==> config.mk <==
export PLATFORM = sky130hd
export DESIGN_NAME = apb_bus_bridge
export DESIGN_NICKNAME = d
export VERILOG_FILES = /design/src/rtl/apb_bus_bridge.sv
export SDC_FILE = /design/constraint.sdc
export NUM_CORES = 1
export LEC_CHECK = 0
export ABC_AREA = 1
export ABC_CLOCK_PERIOD_IN_PS = 1600
export BUFFER_PORTS_ARGS = -buffer_cell sky130_fd_sc_hd__buf_2
export CORE_MARGIN = 1.5
export CORE_UTILIZATION = 41
export CTS_CLUSTER_DIAMETER = 80
export DETAILED_ROUTE_END_ITERATION = 7
export PLACE_DENSITY_LB_ADDON = 0.05
export SETUP_SLACK_MARGIN = 0.4
export SKIP_LAST_GASP = 1
export SYNTH_ARGS = -nofsm -noshare
export SYNTH_HDL_FRONTEND = slang
export SYNTH_SLANG_ARGS = --single-unit
==> constraint.sdc <==
create_clock -name clk -period 1.6 [get_ports clk]
set_input_delay 0.24 -clock clk [delete_from_list [all_inputs] [get_ports clk]]
set_output_delay 0.24 -clock clk [all_outputs]
set_load 0.02 [all_outputs]
==> src/rtl/apb_bus_bridge.sv <==
// apb_bus_bridge: address-decoded bridge from the RV32I data port to NUM_SLAVES APB4 slaves.
// Latency: ready 3 cycles after req is sampled for a zero-wait slave (+1 per wait cycle); decode errors answer in 1.
// Backpressure: core holds req until ready; slaves stall with PREADY, bounded by TIMEOUT ACCESS cycles.
//
// Ports: clk/reset (async active-low); core side req/busWe/busAddr/busWData/strb in,
// busRData/ready/err out; APB side PADDR/PWDATA/PWRITE/PSTRB/PSEL/PENABLE out,
// PRDATA/PREADY/PSLVERR in (one lane/bit per slave).
module apb_bus_bridge #(
    parameter int          NUM_SLAVES  = 4,
    parameter logic [31:0] BASE_ADDR   = 32'h1000_0000,
    parameter int          REGION_BITS = 12,
    parameter int          TIMEOUT     = 16
) (
    input  logic                     clk,
    input  logic                     reset,
    input  logic                     req,
    input  logic                     busWe,
    input  logic [31:0]              busAddr,
    input  logic [31:0]              busWData,
    input  logic [2:0]               strb,
    output logic [31:0]              busRData,
    output logic                     ready,
    output logic                     err,
    output logic [REGION_BITS-1:0]   PADDR,
    output logic [31:0]              PWDATA,
    output logic                     PWRITE,
    output logic [3:0]               PSTRB,
    output logic [NUM_SLAVES-1:0]    PSEL,
    output logic                     PENABLE,
    input  logic [NUM_SLAVES*32-1:0] PRDATA,
    input  logic [NUM_SLAVES-1:0]    PREADY,
    input  logic [NUM_SLAVES-1:0]    PSLVERR
);

    localparam logic [1:0] IDLE   = 2'd0;
    localparam logic [1:0] SETUP  = 2'd1;
    localparam logic [1:0] ACCESS = 2'd2;
    localparam logic [1:0] RESP   = 2'd3;

    localparam int IDX_W = (NUM_SLAVES > 1) ? $clog2(NUM_SLAVES) : 1;
    localparam int CNT_W = $clog2(TIMEOUT + 1);
    // One past the last mapped byte; 33 bits so a window ending at 4 GiB does not wrap.
    localparam logic [32:0] WINDOW_END = {1'b0, BASE_ADDR} + (33'(NUM_SLAVES) << REGION_BITS);

    logic [1:0]       state;
    logic [IDX_W-1:0] slaveIdx;
    logic [CNT_W-1:0] accessCnt;

    logic [31:0]      addrOffset;
    logic [IDX_W-1:0] reqIdx;
    logic             mapped;
    logic             sizeBad;
    logic             misaligned;
    logic             reqBad;
    logic [3:0]       reqStrb;
    logic [31:0]      reqWData;

    // Request decode, only consumed in IDLE.
    always_comb begin
        addrOffset = busAddr - BASE_ADDR;
        reqIdx     = IDX_W'(addrOffset >> REGION_BITS);
        mapped     = (busAddr >= BASE_ADDR) && ({1'b0, busAddr} < WINDOW_END);
        // strb[2] only marks unsigned loads; 011, 110 and 111 have no size.
        sizeBad    = (strb[1:0] == 2'b11) || (strb[2:1] == 2'b11);
        misaligned = ((strb[1:0] == 2'b01) && busAddr[0]) ||
                     ((strb[1:0] == 2'b10) && (busAddr[1:0] != 2'b00));
        reqBad     = sizeBad || !mapped || misaligned;

        reqStrb  = 4'b0000;
        reqWData = 32'h0;
        if (busWe) begin
            case (strb[1:0])
                2'b00: begin
                    reqStrb  = 4'b0001 << busAddr[1:0];
                    reqWData = {4{busWData[7:0]}};
                end
                2'b01: begin
                    reqStrb  = busAddr[1] ? 4'b1100 : 4'b0011;
                    reqWData = {2{busWData[15:0]}};
                end
                default: begin
                    reqStrb  = 4'b1111;
                    reqWData = busWData;
                end
            endcase
        end
    end

    logic [31:0] slaveRData [NUM_SLAVES];
    for (genvar g = 0; g < NUM_SLAVES; g++) begin : gRData
        assign slaveRData[g] = PRDATA[32*g +: 32];
    end

    logic        selReady;
    logic        selErr;
    logic [31:0] selRData;
    assign selReady = PREADY[slaveIdx];
    assign selErr   = PSLVERR[slaveIdx];
    assign selRData = slaveRData[slaveIdx];

    always_ff @(posedge clk or negedge reset) begin
        if (!reset) begin
            state     <= IDLE;
            slaveIdx  <= '0;
            accessCnt <= '0;
            busRData  <= 32'h0;
            ready     <= 1'b0;
            err       <= 1'b0;
            PADDR     <= '0;
            PWDATA    <= 32'h0;
            PWRITE    <= 1'b0;
            PSTRB     <= 4'b0000;
            PSEL      <= '0;
            PENABLE   <= 1'b0;
        end else begin
            ready <= 1'b0;
            case (state)
                IDLE: begin
                    err      <= 1'b0;
                    busRData <= 32'h0;
                    if (req) begin
                        if (reqBad) begin
                            // Rejected before any slave sees it.
                            ready <= 1'b1;
                            err   <= 1'b1;
                            state <= RESP;
                        end else begin
                            // APB outputs are frozen here until the transfer ends,
                            // so later core-side changes cannot disturb the bus.
                            slaveIdx <= reqIdx;
                            PADDR    <= busAddr[REGION_BITS-1:0];
                            PWDATA   <= reqWData;
                            PWRITE   <= busWe;
                            PSTRB    <= reqStrb;
                            PSEL     <= NUM_SLAVES'(1) << reqIdx;
                            state    <= SETUP;
                        end
                    end
                end
                SETUP: begin
                    PENABLE   <= 1'b1;
                    accessCnt <= CNT_W'(1);
                    state     <= ACCESS;
                end
                ACCESS: begin
                    if (selReady) begin
                        PSEL      <= '0;
                        PENABLE   <= 1'b0;
                        ready     <= 1'b1;
                        err       <= selErr;
                        busRData  <= PWRITE ? 32'h0 : selRData;
                        accessCnt <= '0;
                        state     <= RESP;
                    end else if (accessCnt == CNT_W'(TIMEOUT)) begin
                        PSEL      <= '0;
                        PENABLE   <= 1'b0;
                        ready     <= 1'b1;
                        err       <= 1'b1;
                        busRData  <= 32'h0;
                        accessCnt <= '0;
                        state     <= RESP;
                    end else begin
                        accessCnt <= accessCnt + CNT_W'(1);
                    end
                end
                default: begin
                    // RESP: the one-cycle ready pulse is on the outputs now.
                    err      <= 1'b0;
                    busRData <= 32'h0;
                    state    <= IDLE;
                end
            endcase
        end
    end

endmodule

After elaboration in Yosys (flattened, before gate mapping)
Index checks and enable logic that the tools add are counted.
{ "classes": {"shift": 2, "n_reduce_logical": 18, "order_cmp": 4, "n_bitwise": 3, "n_mux": 40, "n_eq_ne": 10, "addsub": 2} }
{ "op_table": {"columns": ["cell", "count"], "rows": [
  ["$mux W32", 6],
  ["$pmux W32 S2", 2],
  ["$bmux W32 S2", 1],
  ["$ge A32 B29 Y1 const B", 1],
  ["$lt A32 B29 Y1 const B", 1],
  ["$mux W4", 6],
  ["$pmux W4 S2", 2],
  ["$sub A14 B1 Y14 const B", 1],
  ["$mux W1", 10],
  ["$mux W5", 2],
  ["$pmux W5 S2", 1],
  ["$eq A2 B2 Y1 const B", 4],
  ["$mux W2", 4],
  ["$shl A1 B2 Y4 const A", 2],
  ["$pmux W2 S3", 1],
  ["$reduce_and A2 Y1", 3],
  ["$reduce_bool A2 Y1", 3],
  ["$add A5 B1 Y5 const B", 1],
  ["$eq A5 B5 Y1 const B", 1],
  ["$bmux W1 S2", 2],
  ["$eq A2 B1 Y1 const B", 2],
  ["$logic_not A2 Y1", 2],
  ["$logic_or A1 B1 Y1", 4],
  ["$ne A2 B2 Y1 const B", 2],
  ["11 further kinds", 15]
]} }
{ "word_totals": {"register_bits": 97, "elab_cells": 91, "in_bits": 207} }

Depth between registers and ports, before layout
Gate-level depths: netlist (run 1).
{ "logic_depth": {"depth_word": 8, "depth_mapped": 10, "mapped_depth_nobuf": 10} }

Worst setup path before layout (run 1)
No wires, ideal clock.
{ "synth_path": {"path_type": "register to register", "startpoint": "register state[0]", "endpoint": "register busRData[0]", "setup_slack_ps": 40, "t_arrival_ps": 1478, "stages_incl_launch_ff": 9, "synth_period_minus_slack_ps": 1560, "setup_time_ps": 83, "required_time_ps": 1517, "cell_sequence": "dfrtp_1 inv_1 ha_1 buf_2 inv_1 nor3_4 buf_2 nand2_1 o21ai_0"} }
{ "synth_via": {"elab_chain_len": 3, "word_cells_on_any_way": 6, "classes_between": "3 x eq/ne; 1 x mux; 1 x bitwise; 1 x reduce/logical"} }
{ "synth_lines": {"columns": ["item", "line_no", "text"], "rows": [
  ["start, declared", "45", "logic [1:0] state;"],
  ["start signal, assigned", "103", "state <= IDLE;"],
  ["start signal, assigned", "126", "state <= RESP;"],
  ["start signal, assigned", "136", "state <= SETUP;"],
  ["$eq A2 B2 Y1 / $eq A2 B1 Y1 (equally long branches)", "117", "case (state)"],
  ["$ne A3 B3 Y1 (no line) / $not A1 Y1 (equally long branches)", null, null],
  ["$reduce_and A2 Y1 (no line)", null, null],
  ["end signal, assigned", "151", "busRData <= PWRITE ? 32'h0 : selRData;"],
  ["end, declared", "21", "output logic [31:0] busRData,"]
]} }
Parallel ways exist; a longest one is shown, timed or not.
A chain may end at the register's enable or synchronous reset.

Worst setup path in the final report (run 1)
{ "layout_path": {"startpoint": "register slaveIdx[0]", "endpoint": "register PSEL[1]"} }
{ "layout_via": {"elab_chain_len": 4, "word_cells_on_any_way": 6, "classes_between": "1 x eq/ne; 4 x mux; 1 x reduce/logical"} }
{ "layout_lines": {"columns": ["item", "line_no", "text"], "rows": [
  ["start, declared", "46", "logic [IDX_W-1:0] slaveIdx;"],
  ["start signal, assigned", "130", "slaveIdx <= reqIdx;"],
  ["$bmux W1 S2 (*)", "97", "assign selReady = PREADY[slaveIdx];"],
  ["$mux W1 (not written as such) (*)", "97", null],
  ["$ne A3 B3 Y1 (no line) / $mux W4 (equally long branches)", null, null],
  ["$reduce_and A4 Y1 (no line) / $pmux W4 S2 (equally long branches)", null, null],
  ["end signal, assigned", "135", "PSEL <= NUM_SLAVES'(1) << reqIdx;"],
  ["end, declared", "28", "output logic [NUM_SLAVES-1:0] PSEL,"]
]} }
Mark *: on every way between the ends. The rest lies on a longest branch, timed or not. The select of a mux whose other input is x is not followed.

==> metrics.yaml, run 1 <==
ir_drop_uv: 673
leakagePower_uw: 0.00466
pre_cts_slack_ns: -0.0600
cts.reportedPaths.clkPinSlew_ns: 0.07
postLayoutCellArea_um2: 8370
ys_warn_count: 0
die_x_um: 118
wl_mm: 19.3
crit_chain: "inv_4 > nand2_2 > nand3_4 > nand2_4 > nand3_4 > buf_6 > nand2_4 > nor2_4 > nand2_4 > nand2_1 > nand2_1"
worstPathRequired_ns: 1.84
cp_common_cell: "nand2_4"
synth-seq-cells: 97
io_pins: 295
ys_seq_area_frac: 0.448
tns_ns: 0
dieArea_um2: 13900
cap_violations: 0
grt_busiest_layer: "met2"
synth_edf_count: 0
syn_nets: 966
io_buffers: 294
initial_core_util: 0.424
ant_nets: 0
setup_viol: 0
pwr_density_cell_nw_per_um2: 1020
worstMarginPinSlew_ns: 0.336
grtUsageMet1: 0.341
yosysUniqueCellTypes: 35
netlist_instances: 753
drt-initial-drc-count: 346
hold_class: "input port to flip-flop"
fp.dieH_um: 118
finalPower_uw: 8560
finClkSkew_ns: 0.00923
syn_to_final_growth_pct: 54.7
htree_levels: 3
grt.met3_usage: 0.0426
num_vias: 6261
criticalPathCategory: "flip-flop to flip-flop"
status: "completed"
gr-usage-met2: 0.455
syn_area_per_cell_um2: 7.19
synth_top_cells_by_count: "nand2_1, nor2_1, dfrtp_1"
slew-limit-headroom: 0.774
drt_pass1_iterations: 7
yosysMostFrequentCell: "nand2_1"
overflow: 0
crit_path_end_kind: "flip-flop"
num_rows: 41
ys.flop_type: "dfrtp_1"
place.gp.congestion: 0.856
placed_cell_area_um2: 7220
layout-drive-gt1-share: 0.437
wl_per_cell_um: 15.4
grt_pass1_vias: 5835
rsz0062_at_grt: "true"
diodes: 0
hpwl_mm: 13.8
min_period_ns: 1.52
arrival_ns: 1.76
post-route-period-util: 0.952
fmax_mhz: 657
slew_violations: 0
grt_max_degree: 38
crit_path_start_kind: "flip-flop"
coreArea_um2: 12800
async_reset_ff_frac: 1.00
synth_area_leader_cell: "dfrtp_1"
root_buffer: "clkbuf_16"
synth_top_area_share: 0.448
cts_tree: "done"
clk_path_buf_depth: 2
grt.total_usage: 0.268
synth_area_leaders: "dfrtp_1, nand2_1, o21ai_0"
cp_slowest_stage_delay_ns: 0.45
via_per_inst: 5.00
worst_slack_ns: 0.0771
grt_pass1_wl_mm: 29.8
whs_ns: 0.0840
drc: 0
cts_sinks: 97
cp_slowest_cell: "dfrtp_2"
finalHoldViolCount: 0
syn_area_um2: 5410
worstPathMaxFanout: 6
final_nets: 1288
clock_latency_ns: 0.35
antenna_found_initial: 0
cts_buffers: 9
power breakdown:
| group | total (µW) | switching, µW | internal (µW) |
|---|---|---|---|
| clock | 2040 | 953 | 1090 |
| sequential | 2990 | 200 | 2790 |
| combinational | 3530 | 2030 | 1500 |
| total | 8560 | 3180 | 5380 |
flip-flops by register name, summed over array words and instances, names as in the netlist:
signal,flops
PWDATA,32
busRData,32
PADDR,12
accessCnt,5
PSEL,4
PSTRB,4
slaveIdx,2
state,2
PENABLE,1
PWRITE,1
err,1
ready,1
critical path, delay by kind of cell, from the launching register on:
family | cells | cell delay, ns
simple gates | 9 | 0.75
buf+inv | 2 | 0.21
flops | 1 | 0.45
kinds of logic after synthesis:
| family | synth area share |
|---|---|
| AOI/OAI and AO/OA | 0.154 |
| xor gates and xnor gates | 0.00324 |
| adders and majority gates | 0.0139 |
| DFF | 0.448 |
| and+or+nand+nor | 0.306 |
| buffers and inverters | 0.0740 |
cells in the final DEF (no fill, tap or decap), drive strengths merged, types with 3 or more instances in the layout:
master | Yosys | routed
buf | 26 | 349
nand2 | 269 | 269
o21ai | 112 | 112
nor2 | 109 | 109
dfrtp | 97 | 97
inv | 35 | 35
o22ai | 34 | 34
clkbuf | 19 | 16
nand3 | 16 | 16
nor3 | 10 | 10
a21oi | 6 | 6
ha | 6 | 6
clkinvlp | 0 | 4
or2 | 3 | 3
cell type report:
type                    instances  area [µm²]
clock buffers                  11         243
multi-input cells             575        2960
clock inverters                 4        30.0
inverters                      36         155
repair buffers                355        2330
flip-flops and latches         97        2430
well taps                     172         215
fillers                      1185        4400
repair inverters                1        16.3
layer usage:
| layer | vias to the layer above | part of all wire |
|---|---|---|
| met5 | - | 0 |
| met4 | 0 | 0.030 |
| met1 | 2891 | 0.42 |
| met2 | 262 | 0.49 |
| li1 | 3070 | - |
| met3 | 38 | 0.061 |
timing repair:
item,CTS,global route
pin swaps,6,25
hold endpoints to repair,20,0
cloned,7,6
hold buffers,1,0
resized for setup,44,89
buffers inserted,15,3
endpoints found under the setup margin,98,99
final timing paths:
path | slack, ns | start | endpoint | cells after the start
setup / recovery | 0.08 | slaveIdx[0] | PSEL[1] | 11
hold / removal | 0.08 | busAddr[8] | PADDR[8] | 3
setup reg to reg | 0.08 | slaveIdx[0] | PSEL[1] | 11
hold reg to reg | 0.47 | err | err | 2
max in group asynchronous | 0.76 | reset | PSTRB[0] | 3
min in group asynchronous | 0.33 | reset | PSEL[2] | 2
through the flow:
step	instances	utilization
final	1251	0.656
after global routing	1251	0.656
after CTS	1242	0.621
after detailed placement	1204	0.566
after global placement	1204	0.566
after floorplan	753	-
No activity file was read; power rests on OpenSTA's default activity.
==> inputs of run 2 (changes only) <==
--- a/config.mk
+++ b/config.mk
@@ -9,11 +9,11 @@
 export ABC_CLOCK_PERIOD_IN_PS = 1600
 export BUFFER_PORTS_ARGS = -buffer_cell sky130_fd_sc_hd__buf_2
 export CORE_MARGIN = 1.5
-export CORE_UTILIZATION = 41
+export CORE_UTILIZATION = 42
+export CTS_BUF_LIST = sky130_fd_sc_hd__clkbuf_4
 export CTS_CLUSTER_DIAMETER = 80
 export DETAILED_ROUTE_END_ITERATION = 7
 export PLACE_DENSITY_LB_ADDON = 0.05
-export SETUP_SLACK_MARGIN = 0.4
 export SKIP_LAST_GASP = 1
 export SYNTH_ARGS = -nofsm -noshare
 export SYNTH_HDL_FRONTEND = slang
==> metrics.yaml, run 2 (synthesis gave the netlist of run 1 again) <==
status: "completed"
fmax_mhz: 632
syn_to_final_growth_pct: 45.7
layout.cells.most_common: "buf_2"
antenna_found_initial: 0
root_buffer: "clkbuf_4"
wl_mm: 18.2
finClkSkew_ns: 0.0136
layout-drive-gt1-share: 0.366
hold_class: "input port to flip-flop"
io_pins: 295
place.gp.congestion: 0.863
cts_tree: "done"
finalPower_uw: 8160
grt.total_usage: 0.251
rsz0062_at_grt: "true"
diodes: 0
io_buffers: 294
arrival_ns: 1.97
worstPathMaxFanout: 8
num_rows: 41
pwr_density_cell_nw_per_um2: 1030
wl_per_cell_um: 14.5
post-route-period-util: 0.988
overflow: 0
leakagePower_uw: 0.00445
setup_viol: 0
cts_buffers: 9
die_x_um: 117
crit_path_start_kind: "flip-flop"
ant_nets: 0
cp_slowest_cell: "dfrtp_2"
crit_path_end_kind: "flip-flop"
final_nets: 1286
ir_drop_uv: 642
crit_chain: "inv_4 > nand2_4 > nand3_4 > nand2_4 > nor3_4 > buf_6 > buf_12 > nand2_4 > o21ai_1"
final_cell_mix: "buf_2, nand2_1, nor2_1"
cap_violations: 0
drc: 0
cts.reportedPaths.clkPinSlew_ns: 0.15
criticalPathCategory: "flip-flop to flip-flop"
reg.largest.list: "PWDATA x32, busRData x32, PADDR x12"
grt_pass1_vias: 5503
finalHoldViolCount: 0
worstMarginPinSlew_ns: 0.338
slew_violations: 0
num_vias: 6036
clock_latency_ns: 0.46
drt_pass1_iterations: 5
worstPathRequired_ns: 1.99
grt_pass1_wl_mm: 26.3
drt-initial-drc-count: 325
clk_path_buf_depth: 2
cp_slowest_stage_delay_ns: 0.48
via_per_inst: 4.83
grt_max_degree: 67
fp.dieH_um: 117
slew-limit-headroom: 0.772
coreArea_um2: 12600
final_util: 0.625
htree_levels: 3
cts_sinks: 97
initial_core_util: 0.429
fillers: 1246
dieArea_um2: 13600
cp_common_cell: "nand2_4"
hpwl_mm: 13.1
min_period_ns: 1.58
==> run 2: changes by cell type in the layout (fill, tap and decap cells not counted), moves of 4 or more <==
| cell | change |
|---|---|
| nand2_4 | -14 |
| bufinv_16 | +5 |
| buf_6 | -9 |
| inv_1 | +4 |
| nand3_1 | +4 |
| o21ai_1 | -9 |
| buf_16 | -6 |
| dlygate4sd3_1 | +15 |
| clkbuf_16 | -10 |
| o21ai_0 | +8 |
| nand3_2 | -4 |
| nand2_2 | -35 |
| clkbuf_4 | +9 |
| nand2_1 | +50 |
==> run 2: final cells by class <==
type	count	area, µm²	share of cell area
clock buffer	9	67.6	0.00856
clock inverter	7	166	0.0211
inverter	36	138	0.0174
multi-input combinational	575	2690	0.341
sequential	97	2430	0.308
tap	172	215	0.0273
timing repair buffer	354	2180	0.277
==> run 2: final timing paths <==
path | start | to | slack, ns | depth (start not counted)
max | slaveIdx[0] | busRData[27] | 0.02 | 9
min | busWData[3] | PWDATA[3] | 0.04 | 3
max reg2reg | slaveIdx[0] | busRData[27] | 0.02 | 9
min reg2reg | PSTRB[2] | PSTRB[2] | 0.49 | 2
max in group asynchronous | reset | busRData[13] | 0.83 | 3
min in group asynchronous | reset | PWDATA[24] | 0.20 | 2
==> run 2: repair_timing <==
item,4_1_cts,5_1_grt
pin swaps,0,7
hold buffers,16,0
hold endpoints to repair,111,0
endpoints found under the setup margin,20,84
cloned,0,5
resized for setup,2,34
setup buffers,0,10
==> run 2: per-layer routing <==
| metal | up-vias | GRT usage | routed length [µm] |
|---|---|---|---|
| li1 | 3072 | - | - |
| met1 | 2712 | 0.294 | 7370 |
| met2 | 226 | 0.445 | 9080 |
| met3 | 26 | 0.0571 | 1280 |
| met4 | 0 | 0.104 | 430 |
| met5 | - | 0 | 0 |
==> run 2: critical path, delay by kind of cell (launching register included) <==
family	cells	cell delay (ns)
flops	1	0.48
buf+inv	3	0.41
compound gates	1	0.14
simple gates	5	0.49
==> run 2: through the flow <==
stage                     hold WS, ns   TNS, ns  worst slack, ns  instances  area, µm²
after global placement          0.162         0           0.0242       1203       7190
after global routing          0.00353     -1.38          -0.0706       1250       7890
after detailed placement        0.161  -0.00775         -0.00345       1203       7190
final                          0.0366         0           0.0187       1250       7890
after floorplan               -0.0556         0           0.0398        753       5410
after CTS                     0.00522         0           0.0143       1235       7590
==> run 2: report_power, final <==
group,switching (µW),total (µW),internal (µW)
Sequential,202,2980,2780
Clock,859,1970,1110
Combinational,1910,3210,1310
